File: src/rtl/wave_bank_sched_if.sv
// rtl/wave_bank_sched_if.sv - capture/display handshake bundle for the ping-pong bank scheduler
interface wave_bank_sched_if #(
    parameter int CNT_W = 8
);
    logic [9:0]       y_pos;
    logic             freeze;
    logic             cap_done;
    logic             cap_en;
    logic             wr_bank;
    logic             rd_bank;
    logic             rd_valid;
    logic [CNT_W-1:0] swap_cnt;
    logic             proto_err;

    // Drives timing/writer inputs and observes the scheduler decisions
    modport master (
        output y_pos, freeze, cap_done,
        input  cap_en, wr_bank, rd_bank, rd_valid, swap_cnt, proto_err
    );

    // The scheduler itself
    modport slave (
        input  y_pos, freeze, cap_done,
        output cap_en, wr_bank, rd_bank, rd_valid, swap_cnt, proto_err
    );
endinterface

File: src/rtl/wave_bank_sched.sv
// rtl/wave_bank_sched.sv - ping-pong capture bank scheduler, swaps only at display frame start
module wave_bank_sched #(
    parameter int DIS_Y_END   = 255,
    parameter int HOLD_FRAMES = 6,
    parameter int CNT_W       = 8
) (
    input  logic           clk,
    input  logic           rst,
    wave_bank_sched_if.slave bus
);

    typedef enum logic [1:0] {
        S_IDLE    = 2'd0,
        S_CAPTURE = 2'd1,
        S_READY   = 2'd2,
        S_HOLD    = 2'd3
    } state_t;

    localparam logic [9:0] Y_END     = 10'(DIS_Y_END);
    localparam int         HOLD_LAST_I = (HOLD_FRAMES == 0) ? 0 : HOLD_FRAMES - 1;
    localparam logic [3:0] HOLD_LAST = 4'(HOLD_LAST_I);

    state_t           r_state;
    logic             r_cap_en;
    logic             r_wr_bank;
    logic             r_rd_bank;
    logic [1:0]       r_bank_valid;
    logic [CNT_W-1:0] r_swap_cnt;
    logic             r_proto_err;
    logic [3:0]       r_hold_cnt;
    logic             r_frame_end_pre;

    logic             w_frame_end;
    logic             w_frame_new;

    // Blanking detect and first-visible-line pulse; needs a blanking line seen since reset
    always_comb begin
        w_frame_end = (bus.y_pos > Y_END);
        w_frame_new = !w_frame_end && r_frame_end_pre;
    end

    // Scheduler FSM: grant, wait for frame start, swap banks, then hold for display frames
    always_ff @(posedge clk) begin
        if (rst) begin
            r_state         <= S_IDLE;
            r_cap_en        <= 1'b0;
            r_wr_bank       <= 1'b0;
            r_rd_bank       <= 1'b1;
            r_bank_valid    <= 2'b00;
            r_swap_cnt      <= '0;
            r_proto_err     <= 1'b0;
            r_hold_cnt      <= 4'd0;
            r_frame_end_pre <= 1'b0;
        end else begin
            r_frame_end_pre <= w_frame_end;

            // A completion pulse is only meaningful while a grant is outstanding
            if (bus.cap_done && (r_state != S_CAPTURE)) begin
                r_proto_err <= 1'b1;
            end

            case (r_state)
                S_IDLE: begin
                    if (!bus.freeze) begin
                        r_state  <= S_CAPTURE;
                        r_cap_en <= 1'b1;
                    end
                end
                S_CAPTURE: begin
                    // Completion wins over freeze: a finished frame is never thrown away
                    if (bus.cap_done) begin
                        r_state  <= S_READY;
                        r_cap_en <= 1'b0;
                    end else if (bus.freeze) begin
                        r_state  <= S_IDLE;
                        r_cap_en <= 1'b0;
                    end
                end
                S_READY: begin
                    // Freeze is ignored here so the completed frame always reaches the screen
                    if (w_frame_new) begin
                        r_rd_bank    <= r_wr_bank;
                        r_wr_bank    <= ~r_wr_bank;
                        r_bank_valid <= r_wr_bank ? 2'b10 : 2'b01;
                        r_swap_cnt   <= r_swap_cnt + 1'b1;
                        r_hold_cnt   <= 4'd0;
                        r_state      <= (HOLD_FRAMES == 0) ? S_IDLE : S_HOLD;
                    end
                end
                S_HOLD: begin
                    if (w_frame_new) begin
                        if (r_hold_cnt == HOLD_LAST) begin
                            r_state <= S_IDLE;
                        end else begin
                            r_hold_cnt <= r_hold_cnt + 4'd1;
                        end
                    end
                end
                default: begin
                    r_state  <= S_IDLE;
                    r_cap_en <= 1'b0;
                end
            endcase
        end
    end

    assign bus.cap_en    = r_cap_en;
    assign bus.wr_bank   = r_wr_bank;
    assign bus.rd_bank   = r_rd_bank;
    assign bus.rd_valid  = r_bank_valid[r_rd_bank];
    assign bus.swap_cnt  = r_swap_cnt;
    assign bus.proto_err = r_proto_err;

endmodule

File: src/flat_wrapper.sv
// flat-port wrapper written by rule: the top's interface ports become plain ports
module wave_bank_sched_flat 
#(
    parameter int DIS_Y_END   = 255,
    parameter int HOLD_FRAMES = 6,
    parameter int CNT_W       = 8
)
  (clk, rst, bus_y_pos, bus_freeze, bus_cap_done, bus_cap_en, bus_wr_bank, bus_rd_bank, bus_rd_valid, bus_swap_cnt, bus_proto_err);
  wave_bank_sched_if #(.CNT_W(CNT_W)) bus_i ();
  input  logic clk;
  input  logic rst;
  input wire logic [$bits(bus_i.y_pos)-1:0] bus_y_pos;
  input wire logic [$bits(bus_i.freeze)-1:0] bus_freeze;
  input wire logic [$bits(bus_i.cap_done)-1:0] bus_cap_done;
  output wire logic [$bits(bus_i.cap_en)-1:0] bus_cap_en;
  output wire logic [$bits(bus_i.wr_bank)-1:0] bus_wr_bank;
  output wire logic [$bits(bus_i.rd_bank)-1:0] bus_rd_bank;
  output wire logic [$bits(bus_i.rd_valid)-1:0] bus_rd_valid;
  output wire logic [$bits(bus_i.swap_cnt)-1:0] bus_swap_cnt;
  output wire logic [$bits(bus_i.proto_err)-1:0] bus_proto_err;
  assign bus_i.y_pos = bus_y_pos;
  assign bus_i.freeze = bus_freeze;
  assign bus_i.cap_done = bus_cap_done;
  assign bus_cap_en = bus_i.cap_en;
  assign bus_wr_bank = bus_i.wr_bank;
  assign bus_rd_bank = bus_i.rd_bank;
  assign bus_rd_valid = bus_i.rd_valid;
  assign bus_swap_cnt = bus_i.swap_cnt;
  assign bus_proto_err = bus_i.proto_err;
  wave_bank_sched #(.DIS_Y_END(DIS_Y_END), .HOLD_FRAMES(HOLD_FRAMES), .CNT_W(CNT_W)) u_core (.clk(clk), .rst(rst), .bus(bus_i));
endmodule
File: config.mk
export PLATFORM = sky130hd
export DESIGN_NAME = wave_bank_sched_flat
export DESIGN_NICKNAME = d
export VERILOG_FILES = /design/src/rtl/wave_bank_sched_if.sv /design/src/rtl/wave_bank_sched.sv /design/src/flat_wrapper.sv
export SDC_FILE = /design/constraint.sdc
export NUM_CORES = 1
export LEC_CHECK = 0
export ABC_AREA = 1
export CAP_MARGIN = 40
export CELL_PAD_IN_SITES_DETAIL_PLACEMENT = 0
export CELL_PAD_IN_SITES_GLOBAL_PLACEMENT = 2
export CORE_MARGIN = 2
export CORE_UTILIZATION = 25
export CTS_BUF_LIST = sky130_fd_sc_hd__clkbuf_16
export DETAILED_ROUTE_END_ITERATION = 12
export GPL_TIMING_DRIVEN = 0
export PLACE_DENSITY = 0.77
export SLEW_MARGIN = 20
export SYNTH_ARGS = -nofsm -noshare
export SYNTH_HDL_FRONTEND = slang
export SYNTH_SLANG_ARGS = --single-unit
File: constraint.sdc
create_clock -name clk -period 1.5 [get_ports clk]
set_input_delay 0.3 -clock clk [delete_from_list [all_inputs] [get_ports clk]]
set_output_delay 0.3 -clock clk [all_outputs]
set_load 0.01 [all_outputs]
# Yosys cells after proc, flatten, opt, wreduce, memory -nomap -nowiden
# Cells that the tools add are included.
# op_classes
n_addsub	2
n_lt_le_gt_ge	2
eq_ne	11
n_mux	18
bitwise	1
reduce_logical	10
# op_table
operator	n
two-way mux 2 bit	7
two-way mux 4 bit	3
> comparator 10 x 8 -> 1 bit (second input constant)	1
adder 8 x 1 -> 8 bit (second input constant)	1
inequality test 2 x 1 -> 1 bit (second input constant)	4
case mux 2 bit (4 select lines)	1
case mux 4 bit (2 select lines)	1
two-way mux 1 bit	5
AND reduction 5 bit	1
adder 4 x 1 -> 4 bit (second input constant)	1
== test 2 bit (second input constant)	2
== test 4 x 3 -> 1 bit (second input constant)	1
inequality test 2 bit (second input constant)	2
AND reduction 4 bit	1
nonzero test 2 bit	2
inequality test 3 bit (second input constant)	1
AND reduction 3 bit	1
== test 2 x 1 -> 1 bit (second input constant)	1
logical AND 1 bit	2
logical NOT 2 bit	1
< comparator 1 x 2 -> 1 bit (second input constant)	1
case mux 1 bit (2 select lines)	1
AND reduction 2 bit	1
logical NOT 1 bit	1
NOT 1 bit	1
# totals
ff_bits	21
input_bits	14
out_inout_bits	13
word_cells	53

# Logic depth before layout (Yosys ltp)
# Gate-level depths: netlist of run 1.
# depth
ltp_word	5
mapped_depth	9
depth_no_buf	9

# Worst setup path before layout of run 1
# No wires, ideal clock.
# synth_timing
kind	register to register
start	reg u_core.r_swap_cnt[0], in the netlist u_core.bus.swap_cnt[0]
end	reg u_core.r_swap_cnt[6], in the netlist u_core.bus.swap_cnt[6]
setup_ns	0.110
t_arrival_ns	1.076
required_ns	1.390
path_slack_ns	0.315
stages_incl_launch_ff	9
path_buffers	0
period_less_slack_ns	1.185
path_cell_list	dfxtp_1 ha_1 nand2_1 nor2_1 nand2_2 nor2_1 nand2_1 nand2_1 nor2_1
# synth_via
elab_chain_len	1
# synth_rtl
element	line_no	text
start: declaration	wave_bank_sched.sv:28	logic [CNT_W-1:0] r_swap_cnt;
start signal: assignment	wave_bank_sched.sv:85	r_swap_cnt <= r_swap_cnt + 1'b1;
adder 8 x 1 -> 8 bit	wave_bank_sched.sv:85	
# No other way between the ends.
# A chain may end at the register's enable or synchronous reset.

==> results.yml, run 1 <==
global_routing:
  first_global_vias: 874
  antenna_found_initial: 0
  grt_max_degree: 13
  grt_pass1_wl_um: 3726
  grt_use_total_pct: 10.84
  grt_overflow: 0
status:
  status: "completed"
place:
  gp_congestion: 0.6866
  dpl_cell_area_um2: 1221
  portBuffers: 18
  hpwl_um: 1542
power:
  p_int_mw: 1.154
  switchingPower_mw: 0.3187
  p_leak_nw: 0.6635
  p_seq_share_pct: 39.5
  switching_share_pct: 21.64
  total_power_mw: 1.473
  p_clk_share_pct: 49.5
  power_frac_comb_pct: 11.0
  p_per_area_nw_per_um2: 1076
  ir_drop_mv: 0.3863
floorplan:
  pin_count: 27
  core-area_um2: 3716
  dieArea_um2: 4441
  die_h_um: 66.64
  initial_core_util_pct: 26.40
  fp.dieW_um: 66.64
  fp-row-count: 22
logic_synthesis:
  synth_area_leaders: "dfxtp_1 41%, nand2_1 11%, nor2_1 8.4%"
  synth_top_cell_by_area: "dfxtp_1"
  syn-cell-area_um2: 980.9
  avgSynthCellArea_um2: 7.266
  syn-instance-count: 135
  ys_seq_area_share_pct: 40.82
  syn-num-nets: 152
  synth_top_area_share_pct: 40.82
  ys_types: 22
  synth_seq_cells: 20
  yosysWarnings: 0
run:
  cap_violations: 0
detailed_routing:
  vias: 885
  wire_per_inst_um: 10.13
  vias_per_cell: 4.255
  drt-total-wl_um: 2106
  drcViolationCount: 0
  drt_pass1_iterations: 2
  drtAntennaViolNets: 0
  drt_iter0_drc: 11
setup_path:
  cp.depth: 1
  max_stage_delay_ns: 0.54
  crit_fanout: 3
  critPathKind: "flip-flop to primary output"
  crit_chain: "clkdlybuf4s50_1"
  r2r_cells: 8
  cp.required_ns: 1.20
  crit_path_start_kind: "flip-flop"
  arrival_ns: 1.14
  cp_top_family: "buffers and inverters"
  path_buf_inv: 1
  slowest_stage: "clkdlybuf4s50_1"
  endpoint_kind: "primary output"
finish:
  final_cell_mix: "27 x nand2_1, 22 x nor2_1, 19 x dfxtp_1"
  multi_input_area_um2: 531.8
  syn2layout_area_growth_pct: 39.54
  utilization_pct: 36.84
  num_antenna_cells: 0
  fill_cells: 418
  nNetsFinal: 178
  drive_gt1_share_pct: 13.75
  final_common_cell: "nand2_1"
  regArea_um2: 401.6
  final_cell_area_um2: 1369
sta:
  setup_viol: 0
  holdWs_ns: 0.4708
  finalMaxSlewViolations: 0
  tightest_slew_ns: 0.3513
  post-route-period-util_pct: 96.08
  maxSlewHeadroom_pct: 76.51
  fmax_ghz: 0.6939
  finalHoldViolations: 0
  finClkSkew_ns: 0.002091
  fin_crit_ns: 1.441
clocking:
  clock_latency_ns: 0.25
  htreeDepth: 1
  cts_buffers: 3
  clk_path_buf_depth: 2
  numClockSinks: 20
  cts_hold_buf: 0
  cts-root-buf: "clkbuf_16"
  cts.clk_slew.worst_paths_ns: 0.06
  cts_tree: "done"
worst_hold_path:
  hold_class: "flip-flop to flip-flop"
  min_path_cells: 2
[metrics by stage]
stage                     std cells   TNS [ns]  setup WS [ns]
after floorplan                 135          0         0.3146
after global placement          201     -2.210        -0.1909
after detailed placement        201     -2.576        -0.2197
after CTS                       205          0        0.01360
after global routing            208  -0.003933      -0.003933
final                           208          0        0.05880
[cells in the mapped netlist, drive strengths merged]
cell type and number:
nand2 32, nor2 25, dfxtp 20, inv 16
a21oi 13, nand3 9, o21ai 7, ha 3
nor3 2, o21bai 2, xor2 2, and3 1
buf 1, nand3b 1, nand4 1
[state kept, by name, summed over array words and instances, names as in the netlist, named ones only]
| name | cells |
|---|---|
| u_core.r_hold_cnt | 4 |
| u_core.r_bank_valid | 2 |
| u_core.bus.proto_err | 1 |
| u_core.r_frame_end_pre | 1 |
| u_core.bus.swap_cnt | 8 |
| u_core.bus.cap_en | 1 |
| u_core.bus.rd_bank | 1 |
| u_core.r_state | 1 |
[worst min-delay path, cell delays in order, from the launching register on]
cell and delay (ns):
dfxtp_1 0.31, nand2_1 0.06, a21oi_1 0.05
[area by class of cell]
cell class | count | area share, %
clock inverters | 1 | 2.194
flip-flops and latches | 20 | 29.34
plain buffers | 1 | 0.3656
multi-input cells | 99 | 38.85
clock buffers | 3 | 5.484
inverters | 16 | 4.570
repair buffers | 20 | 14.81
well taps | 48 | 4.388
[layer usage]
| metal | global-route usage [%] | up-vias | routed length, um |
|---|---|---|---|
| met1 | 14.49 | 383 | 1066 |
| met5 | 0 | - | 0 |
| met3 | 2.196 | 2 | 77 |
| li1 | - | 484 | - |
| met4 | 3.827 | 0 | 9 |
| met2 | 17.25 | 16 | 952 |
[cells by family (layout without fill, tap and decap cells)]
family,after synthesis,after routing,synth area share [%]
compound gates,22,22,12.50
buf+inv,17,41,6.887
flops,20,20,40.82
fa+ha+maj,3,3,3.827
xor+xnor,2,2,1.786
simple gates,71,72,34.18
[path summary, 6_finish.rpt]
check,start,slack (ns),end
worst max-delay path,u_core.r_bank_valid[0]$_SDFFE_PP0P_,0.06,bus_wr_bank
worst min-delay path,u_core.r_bank_valid[1]$_SDFFE_PP0P_,0.47,u_core.r_bank_valid[1]$_SDFFE_PP0P_
worst max register to register,u_core.r_hold_cnt[1]$_SDFFE_PP0P_,0.26,u_core.r_hold_cnt[1]$_SDFFE_PP0P_
worst min register to register,u_core.r_bank_valid[1]$_SDFFE_PP0P_,0.47,u_core.r_bank_valid[1]$_SDFFE_PP0P_
[power groups by stage]
stage          Clock [mW]  Combinational, mW  Sequential, mW
2_1_floorplan           0             0.0925           0.592
3_3_place_gp            0              0.154           0.591
3_5_place_dp            0              0.154           0.592
4_1_cts             0.751              0.155           0.580
5_1_grt             0.766              0.186           0.585
6_report            0.729              0.162           0.582
[what timing repair did]
action,4_1_cts,5_1_grt
pin swaps,0,2
cloned,0,1
setup buffers,0,2
gates resized for setup,4,9
endpoints found under the setup margin,4,10
Power figures use the tool's default switching activity.
==> inputs of run 2 (changes only) <==
--- a/config.mk
+++ b/config.mk
@@ -6,15 +6,15 @@
 export NUM_CORES = 1
 export LEC_CHECK = 0
 export ABC_AREA = 1
-export CAP_MARGIN = 40
+export CAP_MARGIN = 5
 export CELL_PAD_IN_SITES_DETAIL_PLACEMENT = 0
 export CELL_PAD_IN_SITES_GLOBAL_PLACEMENT = 2
 export CORE_MARGIN = 2
-export CORE_UTILIZATION = 25
+export CORE_UTILIZATION = 23
 export CTS_BUF_LIST = sky130_fd_sc_hd__clkbuf_16
 export DETAILED_ROUTE_END_ITERATION = 12
 export GPL_TIMING_DRIVEN = 0
-export PLACE_DENSITY = 0.77
+export PLACE_DENSITY = 0.75
 export SLEW_MARGIN = 20
 export SYNTH_ARGS = -nofsm -noshare
 export SYNTH_HDL_FRONTEND = slang
==> constraint.sdc (replaced) <==
create_clock -name clk -period 1.3 [get_ports clk]
set_input_delay 0.26 -clock clk [delete_from_list [all_inputs] [get_ports clk]]
set_output_delay 0.26 -clock clk [all_outputs]
set_load 0.01 [all_outputs]
==> results.yml, run 2 (same netlist as run 1, synthesis figures left out) <==
status:
  status: "completed"
floorplan:
  pin_count: 27
  core-area_um2: 4058
  fp-row-count: 23
  fp.dieW_um: 69.31
  die_h_um: 69.31
  dieArea_um2: 4803
  initial_core_util_pct: 24.18
sta:
  finalHoldViolations: 0
  fin_crit_ns: 1.263
  finClkSkew_ns: 0.001491
  maxSlewHeadroom_pct: 78.03
  post-route-period-util_pct: 97.18
  tightest_slew_ns: 0.3295
  setup_viol: 0
  fmax_ghz: 0.7915
  finalMaxSlewViolations: 0
detailed_routing:
  drt-total-wl_um: 2235
  vias: 912
  drt_pass1_iterations: 4
  drt_iter0_drc: 9
  wire_per_inst_um: 10.64
  drtAntennaViolNets: 0
  vias_per_cell: 4.343
  drcViolationCount: 0
power:
  ir_drop_mv: 0.5801
  p_leak_nw: 0.6281
  p_per_area_nw_per_um2: 1085
  total_power_mw: 1.494
clocking:
  htreeDepth: 1
  cts.clk_slew.worst_paths_ns: 0.05
  numClockSinks: 20
  clk_path_buf_depth: 2
  cts_tree: "done"
  cts-root-buf: "clkbuf_16"
  clock_latency_ns: 0.25
  cts_hold_buf: 0
  cts_buffers: 3
global_routing:
  grt_overflow: 0
  antenna_found_initial: 0
  first_global_vias: 837
  grt_use_total_pct: 9.651
  grt_pass1_wl_um: 3781
  grt_max_degree: 11
finish:
  num_antenna_cells: 0
  drive_gt1_share_pct: 23.75
  final_cell_area_um2: 1378
  final_cell_mix: "25 x nand2_1, 19 x nor2_1, 15 x dfxtp_1"
  fill_cells: 431
  syn2layout_area_growth_pct: 40.43
  final_common_cell: "nand2_1"
  nNetsFinal: 179
  largest_reg_flops: 8
  final_cell_count_no_fill: 210
setup_path:
  crit_path_start_kind: "flip-flop"
  cp.required_ns: 1.46
  crit_fanout: 4
  crit_top_cell: "nand2_2"
  max_stage_delay_ns: 0.33
  slowest_stage: "dfxtp_2"
  critPathKind: "flip-flop to flip-flop"
  arrival_ns: 1.43
  rrSetupSlack_ns: 0.04
  endpoint_kind: "flip-flop"
  path_buf_inv: 1
  crit_chain: "inv_2 > ha_2 > nand2_2 > nor2_4 > nand2_2 > nand2_2 > o21ai_1 > a21oi_1"
  cp_top_family: "simple AND/OR/NAND/NOR gates"
worst_hold_path:
  hold_class: "input port to flip-flop"
run:
  cap_violations: 0
place:
  gp_congestion: 0.7763
  hpwl_um: 1570
  portBuffers: 18
  dp_cells: 203
  dpl_cell_area_um2: 1224
-- run 2: changes by cell type in the layout (fill, tap and decap cells not counted), moves of 2 or more --
cell,previous run,this run
dfxtp_1,19,15
nand3_1,9,6
nor2_1,22,19
nand3_2,0,3
clkdlybuf4s50_1,9,2
nand2_1,27,25
dfxtp_2,1,4
dlygate4sd2_1,4,14
dlymetal6s2s_1,5,1
nor2_4,3,5
-- run 2: per-layer routing --
metal	GRT usage, %	wire length [um]	vias to the layer above
li1	-	-	483
met1	13.37	1064	409
met2	14.64	1070	18
met3	1.890	82	2
met4	3.922	17	0
met5	0	0	-
-- run 2: final cells by class --
cell class                 instances  area [um^2]  share of cell area (%)
inverter                          16        62.56                   4.541
buffer                             1        5.005                  0.3633
tap                               50        62.56                   4.541
timing repair buffer              21        182.7                   13.26
sequential                        20        409.1                   29.70
multi-input combinational         99        580.6                   42.14
clock buffer                       3        75.07                   5.450
-- run 2: report_power, final --
part	total [mW]	switching, mW	internal (mW)
registers	0.677	0.0343	0.643
clock network	0.624	0.219	0.405
logic	0.193	0.117	0.0766
-- run 2: path summary, 6_finish.rpt --
check                                                         start                             endpoint  cells past startpoint
worst max-delay path              u_core.r_hold_cnt[1]$_SDFFE_PP0P_    u_core.r_hold_cnt[1]$_SDFFE_PP0P_                      8
worst min-delay path                                   bus_y_pos[9]    u_core.r_frame_end_pre$_SDFF_PP0_                      4
worst max register to register    u_core.r_hold_cnt[1]$_SDFFE_PP0P_    u_core.r_hold_cnt[1]$_SDFFE_PP0P_                      8
worst min register to register  u_core.r_bank_valid[1]$_SDFFE_PP0P_  u_core.r_bank_valid[1]$_SDFFE_PP0P_                      2
-- run 2: repair_timing --
action	4_1_cts	5_1_grt
setup buffers	1	2
pin swaps	2	5
gates cloned	1	0
setup endpoints to repair	27	13
resized for setup	21	22
endpoints found under the hold margin	0	0
-- run 2: worst reg2reg max path, stage by stage (launching register included) --
cell     delay (ns)
dfxtp_2        0.33
inv_2          0.06
ha_2           0.16
nand2_2        0.06
nor2_4         0.14
nand2_2        0.09
nand2_2        0.12
o21ai_1        0.07
a21oi_1        0.15
-- run 2: stage by stage --
stage	setup slack [ns]	TNS (ns)	hold WS, ns	utilization, %
floorplan	0.1146	0	0.3291	-
global placement	-0.3223	-5.066	0.4534	30.16
detailed placement	-0.3455	-5.231	0.4536	30.16
CTS	0.005349	0	0.4620	32.07
global route	-0.03253	-0.1009	0.4803	33.95
finish	0.03663	0	0.4553	33.95
